`config.mk`:
```
export PLATFORM = sky130hd
export DESIGN_NAME = sctag_jbi_iq_deser_flat
export DESIGN_NICKNAME = d
export VERILOG_FILES = /design/src/rtl/jbi_sctag_pkg.sv /design/src/rtl/sctag_jbi_iq_deser_if.sv /design/src/rtl/sctag_jbi_iq_fifo.sv /design/src/rtl/sctag_jbi_iq_deser.sv /design/src/flat_wrapper.sv
export SDC_FILE = /design/constraint.sdc
export NUM_CORES = 2
export LEC_CHECK = 0
export BUFFER_PORTS_ARGS = -buffer_cell sky130_fd_sc_hd__buf_2
export CAP_MARGIN = 0
export CORE_MARGIN = 2
export CORE_UTILIZATION = 57
export DETAILED_ROUTE_END_ITERATION = 16
export GPL_TIMING_DRIVEN = 0
export PLACE_DENSITY = 0.73
export RECOVER_POWER = 100
export SLEW_MARGIN = 20
export SYNTH_ARGS = -nofsm -noshare
export SYNTH_HDL_FRONTEND = slang
export SYNTH_SLANG_ARGS = --single-unit
```
`constraint.sdc`:
```
create_clock -name rclk -period 3.4 [get_ports rclk]
set_input_delay 0.17 -clock rclk [delete_from_list [all_inputs] [get_ports rclk]]
set_output_delay 0.17 -clock rclk [all_outputs]
set_load 0.03 [all_outputs]
```
`src/rtl/jbi_sctag_pkg.sv`:
```
// Shared definitions for the JBI-to-sctag ingress queue: command encodings,
// internal request types, per-type beat counts and the assembly FSM states.
package jbi_sctag_pkg;

  // beat0[31:29] command encodings
  localparam logic [2:0] CMD_RD  = 3'b001;
  localparam logic [2:0] CMD_WRI = 3'b010;
  localparam logic [2:0] CMD_WR8 = 3'b100;

  // Data beats of an 8-byte write; a line write uses the DATA_BEATS parameter
  localparam int unsigned WR8_BEATS = 2;

  typedef enum logic [1:0] {
    TypeRd  = 2'b00,
    TypeWri = 2'b01,
    TypeWr8 = 2'b10
  } req_type_e;

  typedef enum logic [1:0] {
    StIdle,
    StAddr,
    StData
  } deser_state_e;

  function automatic logic cmd_valid(input logic [2:0] cmd);
    return (cmd == CMD_RD) || (cmd == CMD_WRI) || (cmd == CMD_WR8);
  endfunction

  function automatic req_type_e cmd_to_type(input logic [2:0] cmd);
    case (cmd)
      CMD_WRI: return TypeWri;
      CMD_WR8: return TypeWr8;
      default: return TypeRd;
    endcase
  endfunction

endpackage

```
`src/rtl/sctag_jbi_iq_deser_if.sv`:
```
// Request-stream and IQ-consumer signals of the sctag ingress deserializer.
// master: the JBI stream source / IQ consumer side; slave: the deserializer.
interface sctag_jbi_iq_deser_if #(
  parameter int unsigned DATA_BEATS = 16
);
  logic [31:0]              jbi_sctag_req_d1;
  logic                     jbi_sctag_req_vld_d1;
  logic                     iq_req_vld;
  logic                     iq_req_rdy;
  logic [63:0]              iq_req_hdr;
  logic [32*DATA_BEATS-1:0] iq_req_data;
  logic [1:0]               iq_req_type;
  logic                     sctag_jbi_iq_dequeue;

  modport master (
    output jbi_sctag_req_d1, jbi_sctag_req_vld_d1, iq_req_rdy,
    input  iq_req_vld, iq_req_hdr, iq_req_data, iq_req_type, sctag_jbi_iq_dequeue
  );

  modport slave (
    input  jbi_sctag_req_d1, jbi_sctag_req_vld_d1, iq_req_rdy,
    output iq_req_vld, iq_req_hdr, iq_req_data, iq_req_type, sctag_jbi_iq_dequeue
  );
endinterface

```
`src/rtl/sctag_jbi_iq_fifo.sv`:
```
// Small synchronous FIFO with valid/ready read side. A pop in the same cycle
// as a push into a full FIFO frees the slot, so the push is accepted.
module sctag_jbi_iq_fifo #(
  parameter int unsigned WIDTH = 8,
  parameter int unsigned DEPTH = 2
) (
  input  logic             clk,
  input  logic             rst_n,
  input  logic             push,
  input  logic [WIDTH-1:0] push_data,
  output logic             full,
  output logic             out_vld,
  input  logic             out_rdy,
  output logic [WIDTH-1:0] out_data
);
  localparam int unsigned PtrW = $clog2(DEPTH);
  localparam int unsigned CntW = $clog2(DEPTH + 1);

  logic [WIDTH-1:0] mem_q [DEPTH];
  logic [PtrW-1:0]  wr_ptr_q, rd_ptr_q;
  logic [CntW-1:0]  count_q;
  logic             pop, push_ok;

  assign out_vld  = (count_q != '0);
  assign full     = (count_q == CntW'(DEPTH));
  assign pop      = out_vld & out_rdy;
  assign push_ok  = push & (~full | pop);
  assign out_data = mem_q[rd_ptr_q];

  // Storage, pointers (wrap naturally, depth is a power of two) and occupancy
  always_ff @(posedge clk or negedge rst_n) begin
    if (!rst_n) begin
      for (int i = 0; i < DEPTH; i++) mem_q[i] <= '0;
      wr_ptr_q <= '0;
      rd_ptr_q <= '0;
      count_q  <= '0;
    end else begin
      if (push_ok) begin
        mem_q[wr_ptr_q] <= push_data;
        wr_ptr_q        <= wr_ptr_q + PtrW'(1);
      end
      if (pop) rd_ptr_q <= rd_ptr_q + PtrW'(1);
      case ({push_ok, pop})
        2'b10:   count_q <= count_q + CntW'(1);
        2'b01:   count_q <= count_q - CntW'(1);
        default: count_q <= count_q;
      endcase
    end
  end

endmodule

```
`src/rtl/sctag_jbi_iq_deser.sv`:
```
// Sctag ingress for JBI requests: assembles header, address and data beats
// into one entry, queues it, and returns a dequeue credit per consumed entry.
module sctag_jbi_iq_deser
  import jbi_sctag_pkg::*;
#(
  parameter int unsigned IQ_DEPTH   = 2,
  parameter int unsigned DATA_BEATS = 16
) (
  input  logic                rclk,
  input  logic                arst_l,
  sctag_jbi_iq_deser_if.slave iq,
  output logic                iq_ovf_err,
  output logic                iq_proto_err
);
  localparam int unsigned DW     = 32 * DATA_BEATS;
  localparam int unsigned CntW   = (DATA_BEATS > 1) ? $clog2(DATA_BEATS) : 1;
  localparam int unsigned EntryW = 2 + 64 + DW;

  deser_state_e     state_q;
  req_type_e        type_q, beat0_type;
  logic [31:0]      hdr0_q, hdr1_q;
  logic [DW-1:0]    data_q, data_ins;
  logic [CntW-1:0]  cnt_q, last_q, beat0_last;
  logic             deq_q, ovf_q, proto_q;
  logic [31:0]      beat;
  logic             beat_vld, beat0_ok;
  logic             commit, drop, pop, fifo_full;
  logic [EntryW-1:0] push_entry, head_entry;

  assign beat       = iq.jbi_sctag_req_d1;
  assign beat_vld   = iq.jbi_sctag_req_vld_d1;
  assign beat0_ok   = cmd_valid(beat[31:29]);
  assign beat0_type = cmd_to_type(beat[31:29]);
  assign pop        = iq.iq_req_vld & iq.iq_req_rdy;
  assign drop       = commit & fifo_full & ~pop;

  // Decode the commit point and build the entry from staged fields plus the live beat
  always_comb begin
    data_ins = data_q;
    data_ins[32*cnt_q +: 32] = beat;
    beat0_last = '0;
    case (beat0_type)
      TypeWri: beat0_last = CntW'(DATA_BEATS - 1);
      TypeWr8: beat0_last = CntW'(WR8_BEATS - 1);
      default: beat0_last = '0;
    endcase
    commit     = 1'b0;
    push_entry = {type_q, hdr0_q, beat, data_q};
    // A header arriving mid-request abandons the partial entry
    if (!beat_vld) begin
      if (state_q == StAddr && type_q == TypeRd) begin
        commit = 1'b1;
      end else if (state_q == StData && cnt_q == last_q) begin
        commit     = 1'b1;
        push_entry = {type_q, hdr0_q, hdr1_q, data_ins};
      end
    end
  end

  // Assembly FSM, staging registers, sticky errors and dequeue credit
  always_ff @(posedge rclk or negedge arst_l) begin
    if (!arst_l) begin
      state_q <= StIdle;
      type_q  <= TypeRd;
      hdr0_q  <= '0;
      hdr1_q  <= '0;
      data_q  <= '0;
      cnt_q   <= '0;
      last_q  <= '0;
      deq_q   <= 1'b0;
      ovf_q   <= 1'b0;
      proto_q <= 1'b0;
    end else begin
      deq_q <= pop;
      if (drop) ovf_q <= 1'b1;
      if (beat_vld) begin
        if (state_q != StIdle) proto_q <= 1'b1;
        if (beat0_ok) begin
          hdr0_q  <= beat;
          type_q  <= beat0_type;
          data_q  <= '0;
          cnt_q   <= '0;
          last_q  <= beat0_last;
          state_q <= StAddr;
        end else begin
          proto_q <= 1'b1;
          state_q <= StIdle;
        end
      end else begin
        unique case (state_q)
          StIdle: ;
          StAddr: begin
            hdr1_q  <= beat;
            cnt_q   <= '0;
            state_q <= (type_q == TypeRd) ? StIdle : StData;
          end
          StData: begin
            data_q <= data_ins;
            cnt_q  <= cnt_q + CntW'(1);
            if (cnt_q == last_q) state_q <= StIdle;
          end
          default: state_q <= StIdle;
        endcase
      end
    end
  end

  sctag_jbi_iq_fifo #(
    .WIDTH (EntryW),
    .DEPTH (IQ_DEPTH)
  ) u_fifo (
    .clk       (rclk),
    .rst_n     (arst_l),
    .push      (commit),
    .push_data (push_entry),
    .full      (fifo_full),
    .out_vld   (iq.iq_req_vld),
    .out_rdy   (iq.iq_req_rdy),
    .out_data  (head_entry)
  );

  assign iq.iq_req_type          = head_entry[EntryW-1 -: 2];
  assign iq.iq_req_hdr           = head_entry[DW +: 64];
  assign iq.iq_req_data          = head_entry[DW-1:0];
  assign iq.sctag_jbi_iq_dequeue = deq_q;
  assign iq_ovf_err              = ovf_q;
  assign iq_proto_err            = proto_q;

endmodule

```
`src/flat_wrapper.sv`:
```
// flat-port wrapper written by rule: the top's interface ports become plain ports
module sctag_jbi_iq_deser_flat import jbi_sctag_pkg::*;
#(
  parameter int unsigned IQ_DEPTH   = 2,
  parameter int unsigned DATA_BEATS = 16
)
  (rclk, arst_l, iq_ovf_err, iq_proto_err, iq_jbi_sctag_req_d1, iq_jbi_sctag_req_vld_d1, iq_iq_req_rdy, iq_iq_req_vld, iq_iq_req_hdr, iq_iq_req_data, iq_iq_req_type, iq_sctag_jbi_iq_dequeue);
  sctag_jbi_iq_deser_if #(.DATA_BEATS(DATA_BEATS)) iq_i ();
  input  logic rclk;
  input  logic arst_l;
  output logic iq_ovf_err;
  output logic iq_proto_err;
  input wire logic [$bits(iq_i.jbi_sctag_req_d1)-1:0] iq_jbi_sctag_req_d1;
  input wire logic [$bits(iq_i.jbi_sctag_req_vld_d1)-1:0] iq_jbi_sctag_req_vld_d1;
  input wire logic [$bits(iq_i.iq_req_rdy)-1:0] iq_iq_req_rdy;
  output wire logic [$bits(iq_i.iq_req_vld)-1:0] iq_iq_req_vld;
  output wire logic [$bits(iq_i.iq_req_hdr)-1:0] iq_iq_req_hdr;
  output wire logic [$bits(iq_i.iq_req_data)-1:0] iq_iq_req_data;
  output wire logic [$bits(iq_i.iq_req_type)-1:0] iq_iq_req_type;
  output wire logic [$bits(iq_i.sctag_jbi_iq_dequeue)-1:0] iq_sctag_jbi_iq_dequeue;
  assign iq_i.jbi_sctag_req_d1 = iq_jbi_sctag_req_d1;
  assign iq_i.jbi_sctag_req_vld_d1 = iq_jbi_sctag_req_vld_d1;
  assign iq_i.iq_req_rdy = iq_iq_req_rdy;
  assign iq_iq_req_vld = iq_i.iq_req_vld;
  assign iq_iq_req_hdr = iq_i.iq_req_hdr;
  assign iq_iq_req_data = iq_i.iq_req_data;
  assign iq_iq_req_type = iq_i.iq_req_type;
  assign iq_sctag_jbi_iq_dequeue = iq_i.sctag_jbi_iq_dequeue;
  sctag_jbi_iq_deser #(.IQ_DEPTH(IQ_DEPTH), .DATA_BEATS(DATA_BEATS)) u_core (.rclk(rclk), .arst_l(arst_l), .iq(iq_i), .iq_ovf_err(iq_ovf_err), .iq_proto_err(iq_proto_err));
endmodule
```
Word-level counts from Yosys, hierarchy flattened

Cells that the tools add are included.

Add/sub/neg operators: 6
Eq/ne operators: 15
Muxes and demuxes: 29
Reduce and logical (&&, ||, !) cells: 18
Bitwise operators: 10
Shift operators: 2
Order comparisons: 3

Operator list:

| operator                  | number |
|---|---|
| $mux 578                  | 4 |
| $mux 544                  | 3 |
| $mux 512                  | 3 |
| $bwmux 1156               | 1 |
| $demux 578 s1             | 1 |
| $bwmux 512                | 1 |
| $shift 32x34->512 const A | 1 |
| $shiftx 32x34->512        | 1 |
| $neg 9->34                | 1 |
| $pmux 4 s2                | 2 |
| $reduce_and 2->1          | 6 |
| $eq 2x2->1 const B        | 4 |
| $mux 4                    | 2 |
| $pmux 2 s2                | 2 |
| $reduce_bool 2->1         | 4 |
| $eq 2x1->1 const B        | 3 |
| $mux 1                    | 6 |
| $mux 2                    | 3 |
| $pmux 2 s3                | 1 |
| $add 4x1->4 const B       | 1 |
| $and 1x1->1               | 4 |
| $eq 4x4->1                | 1 |
| $ge 2x2->1 const B        | 2 |
| $logic_not 2->1           | 2 |
| 16 further kinds          | 24 |

Register bits after elaboration: 1751
Logic and storage cells: 98
Output and inout bits: 582

Depth between registers and ports, before layout

Word-level depth: 8
Depth in mapped cells: 12

By module

A second synthesis with hierarchy kept.

Cells, all modules: 6305
Area, all modules: 85110.4 um^2

Modules (own cells, without submodules):

| module             | sequential area each (um^2) | cells an instance | area an instance (um^2) | instances |
|---|---|---|---|---|
| sctag_jbi_iq_fifo  | 29027.8                     | 3101              | 54193.2                 | 1 |
| sctag_jbi_iq_deser | 14739.1                     | 3204              | 30917.2                 | 1 |

Worst setup path after synthesis

No wires, ideal clock.

Path kind: reg2reg
Start point: register u_core.cnt_q[0]
End point: register u_core.u_fifo.mem_q[938] in the netlist's numbering
Arrival time: 2.866 ns
Library setup time: 0.135 ns
Cell stages (with the launch flop): 13
Path buffers: 5
Setup slack: 0.399 ns
Cells stage by stage: dfrtp_1 -> clkbuf_1 -> clkbuf_1 -> nor3_1 -> ha_1 -> clkbuf_1 -> nand2b_1 -> or4_1 -> or2_1 -> buf_2 -> buf_6 -> mux2i_1 -> o21ai_0

Longest elaborated chain between the ends: 7
Elaborated cells on any way between the ends: 14
Those cells by class: add/sub (1); eq/ne (1); shift (2); mux (8); bitwise (1); reduce/logical (1)

RTL lines:

| item                                                           | RTL line                 | source |
|---|---|---|
| start: declaration                                             | sctag_jbi_iq_deser.sv:23 | `logic [CntW-1:0] cnt_q, last_q, beat0_last;` |
| start signal: assignment                                       | sctag_jbi_iq_deser.sv:99 | `cnt_q <= cnt_q + CntW'(1);` |
| $neg 9->34                                                     | sctag_jbi_iq_deser.sv:40 | `data_ins[32*cnt_q +: 32] = beat;` |
| $shiftx 32x34->512 / $shift 32x34->512 (equally long branches) | sctag_jbi_iq_deser.sv:40 |  |
| $bwmux 512                                                     | sctag_jbi_iq_deser.sv:40 |  |
| $mux 544                                                       | sctag_jbi_iq_deser.sv:53 | `end else if (state_q == StData && cnt_q == last_q) begin` |
| $mux 544                                                       | sctag_jbi_iq_deser.sv:51 | `if (state_q == StAddr && type_q == TypeRd) begin` |
| $mux 544                                                       | sctag_jbi_iq_deser.sv:50 | `if (!beat_vld) begin` |
| $bwmux 1156                                                    | sctag_jbi_iq_fifo.sv:39  | `mem_q[wr_ptr_q] <= push_data;` |
| end signal: indexed assignment                                 | sctag_jbi_iq_fifo.sv:39  |  |
| end: declaration                                               | sctag_jbi_iq_fifo.sv:19  | `logic [WIDTH-1:0] mem_q [DEPTH];` |

Several ways; a longest one is shown, not always the timed one.
A chain may end at the register's enable or synchronous reset.

Worst setup path in the final report

Start point: input iq_jbi_sctag_req_d1[29]
End point: register u_core.data_q[484]

Longest elaborated chain between the ends: 5
Elaborated cells on any way between the ends: 11
Those cells by class: eq/ne (4); shift (1); mux (3); reduce/logical (3)

RTL lines:

| item                                                                       | RTL line                 | source |
|---|---|---|
| start: declaration                                                         | flat_wrapper.sv:13       | `input wire logic [$bits(iq_i.jbi_sctag_req_d1)-1:0] iq_jbi_sctag_req_d1;` |
| parallel branches: the longest is 5 deep, another holds $shiftx 32x34->512 | n/a                      |  |
| end signal: assignment                                                     | sctag_jbi_iq_deser.sv:98 | `data_q <= data_ins;` |
| end: declaration                                                           | sctag_jbi_iq_deser.sv:22 | `logic [DW-1:0] data_q, data_ins;` |

Parallel ways; which one is timed is not known. The select of a mux whose other input is x is not followed.

==> flow_summary.ini <==
[drt]
viasPerCell = 6.43
wl_met1_um = 108000
first_iter_violations = 9340
highest_layer = met5
dr_wl_met2_um = 125000
drc = 0
dr_wl_met3_um = 39500
drt_pass1_iterations = 8
num_vias = 65000
detail_route.wl_per_cell_um = 29.5
postRouteAntennaNets = 0
wl_um = 299000

[cells_and_area]
final_nets = 8206
fill_cells = 10500
fin_util_pct = 67.2
synthToLayoutAreaGrowth_pct = 16.9
regArea_um2 = 43800
multi_input_area_um2 = 30400
final_layout_size_suffix_gt1_share_pct = 23.8
design_area_um2 = 89700

[place]
pre_cts_ws_ns = -1.47
dp_hpwl_um = 210000
io_buffers = 616
placed_area_um2 = 82700
gp_congestion = 0.979

[global_routing]
first_global_vias = 62400
grt_overflow = 0
grt_max_degree = 144
grt_use_total_pct = 43.0
antenna_found_initial = 40
grt_pass1_wl_um = 424000

[critical_path]
critical_path_depth = 9
worstPathMaxFanout = 10
crit_type = primary input to flop
reg2reg_depth = 10
startpoint_type = primary input
slowest_stage = clkbuf_1
r2r-start = u_core.cnt_q[0]
critPathBufInv = 4
cp_top_family = buffers and inverters
end_kind = flop
reg2reg_slack_ns = 0
arrival_ns = 4.25
cp_cell_sequence = clkbuf_1 -> nor3b_1 -> dlygate4sd3_1 -> o21bai_1 -> nand2_1 -> clkbuf_1 -> clkbuf_1 -> nand3_1 -> o21ai_0
slowest_delay_ns = 0.92
crit_top_cell = clkbuf_1
required_ns = 4.14
r2r_end = u_core.u_fifo.mem_q[881]

[synthesis]
synth_nets = 7342
yosysTopAreaCellShare_pct = 57.1
synthArstFlopShare_pct = 100
synth_top_area_cell = dfrtp_1
ys_types = 59
synth_area_um2 = 76700
avgSynthCellArea_um2 = 10.5
synthTopCellsByArea = dfrtp_1, mux2_2, mux2i_1
synth-seq-area-share_pct = 57.1
yosysMostFrequentCell = dfrtp_1
yosys-top-cells-count = dfrtp_1, nand2_1, o21ai_0
yosysWarnings = 0
synth-edff-count = 0
ys.flop_type = dfrtp_1
synth-seq-cells = 1749
synthCells = 7301

[floorplan]
coreArea_um2 = 133000
initial_core_util_pct = 57.5
dieHeight_um = 371
die_w_um = 371
placementRows = 134
ios = 618
fp.dieArea_um2 = 137000

[timing]
finalMaxSlewViolations = 607
fin_ws_ns = -0.109
worstMarginPinSlew_ns = 2.92
max-slew-margin-rel_pct = -94.5
min_period_over_period_pct = 103
finalSetupViolCount = 41
hold_slack_ns = 0.0587
fmax_ghz = 0.285
finalWorstPathRequiredPeriod_ns = 3.51
hold_viol_final = 0
finClkSkew_ns = 0.0362

[clocking]
worst_skew_pair.late_latency_ns = 0.86
cts_root_buffer = clkbuf_16
clk_path_buf_depth = 3
cts_buffers = 177
clk_pin_slew_worst_paths_ns = 0.06
cts_tree = done
cts-htree-levels = 4
cts.sinks = 1749

[status]
failed_checks = capacitance limit, slew limit, setup timing
status = finished, violations left

[pwr]
power.leakage_uw = 0.0432
ir_drop_mv = 1.04
power_density_nw_per_um2 = 817

[hold_path]
whs_endpoint = u_core.u_fifo.mem_q[664]
hp-class = primary input to flop
holdPathStages = 3
hold_start = iq_jbi_sctag_req_d1[22]

[job]
drv_cap = 5
==> final cells by class <==
| cell class | count | area share, % |
|---|---|---|
| repair buffers | 690 | 4.54 |
| inverters | 5 | 0.0251 |
| well taps | 1768 | 2.47 |
| plain buffers | 634 | 3.42 |
| diodes | 31 | 0.0865 |
| multi-input cells | 4908 | 33.9 |
| clock buffers | 274 | 6.01 |
| clock inverters | 53 | 0.706 |
| flip-flops and latches | 1749 | 48.8 |
==> how the worst max path moves through the flow <==
stage	startpoint	endpoint	slack, ns
floorplan	u_core.cnt_q[0]	u_core.u_fifo.mem_q[938]	0.40
global placement	arst_l	u_core.u_fifo.mem_q[1143]	-35.61
CTS	u_core.cnt_q[0]	u_core.u_fifo.mem_q[682]	-0.03
global route	u_core.cnt_q[0]	u_core.data_q[316]	-0.007
finish	iq_jbi_sctag_req_d1[29]	u_core.data_q[484]	-0.11
detailed placement	u_core.cnt_q[0]	u_core.u_fifo.mem_q[767]	-1.47
==> stage by stage <==
stage	std cells	power, uW	setup TNS [ns]
after floorplan	7301	43200	0
after global placement	9685	51800	-
after detailed placement	9707	52400	-1433.89
after CTS	10100	72600	-0.125
after global routing	10100	75500	-0.0110
final	10100	73300	-1.84
==> where the power goes <==
group / internal (uW) / switching, uW / leakage, uW
Combinational: 8330 / 17700 / 0.0170
Clock: 11700 / 8540 / 0.00299
Sequential: 24800 / 2120 / 0.0233
Total: 44900 / 28400 / 0.0432
==> state kept, by name, summed over array words and instances (netlist names) <==
register                        flops
u_core.cnt_q                        4
u_core.data_q                     512
u_core.hdr0_q                      32
u_core.hdr1_q                      32
u_core.iq.sctag_jbi_iq_dequeue      1
u_core.iq_ovf_err                   1
u_core.iq_proto_err                 1
u_core.last_q                       2
u_core.state_q                      2
u_core.type_q                       2
u_core.u_fifo.count_q               2
u_core.u_fifo.mem_q              1156
u_core.u_fifo.rd_ptr_q              1
u_core.u_fifo.wr_ptr_q              1
==> cell families after synthesis <==
group | share of synthesized area, %
and+or+nand+nor | 11.7
DFF | 57.1
AOI/OAI and AO/OA | 11.5
muxes | 15.8
buffers and inverters | 3.76
xor gates and xnor gates | 0.114
adders and majority gates | 0.0816
==> what timing repair did <==
action | CTS | global route
hold buffers | 28 | 0
pin swaps | 8 | 1
setup buffers | 18 | 6
gates resized for setup | 129 | 71
setup endpoints to repair | 1994 | 827
endpoints found under the hold margin | 657 | 0
==> per-layer routing <==
layer  up-vias  track usage [%]
met3       990             15.5
met5         -                0
met1     32700             55.6
met4        34             31.4
met2      4370             59.8
li1      26900                -
==> worst register-to-register path: stages (launching register included) <==
cell and delay, ns:
dfrtp_2 0.47, buf_4 0.17, xor2_2 0.33, a211oi_2 0.10, buf_4 0.21, o21ai_4 0.31
buf_4 0.37, buf_4 0.55, clkbuf_1 0.56, nand2_1 0.13, o21ai_1 0.12
==> layout by cell type, fill, tap and decap left out, types with 104 or more instances in the layout <==
cell,netlist,final
a22o_1,130,130
o21ai_0,673,673
mux2i_1,485,437
nand2_1,1088,1085
o21ai_1,196,196
dfrtp_1,1749,1748
mux2_2,633,626
buf_2,160,758
clkbuf_2,0,104
clkbuf_1,394,329
a21oi_1,597,591
nor2_1,559,558
clkbuf_16,0,181
nand3_1,315,312
(Power assumes the default switching activity.)
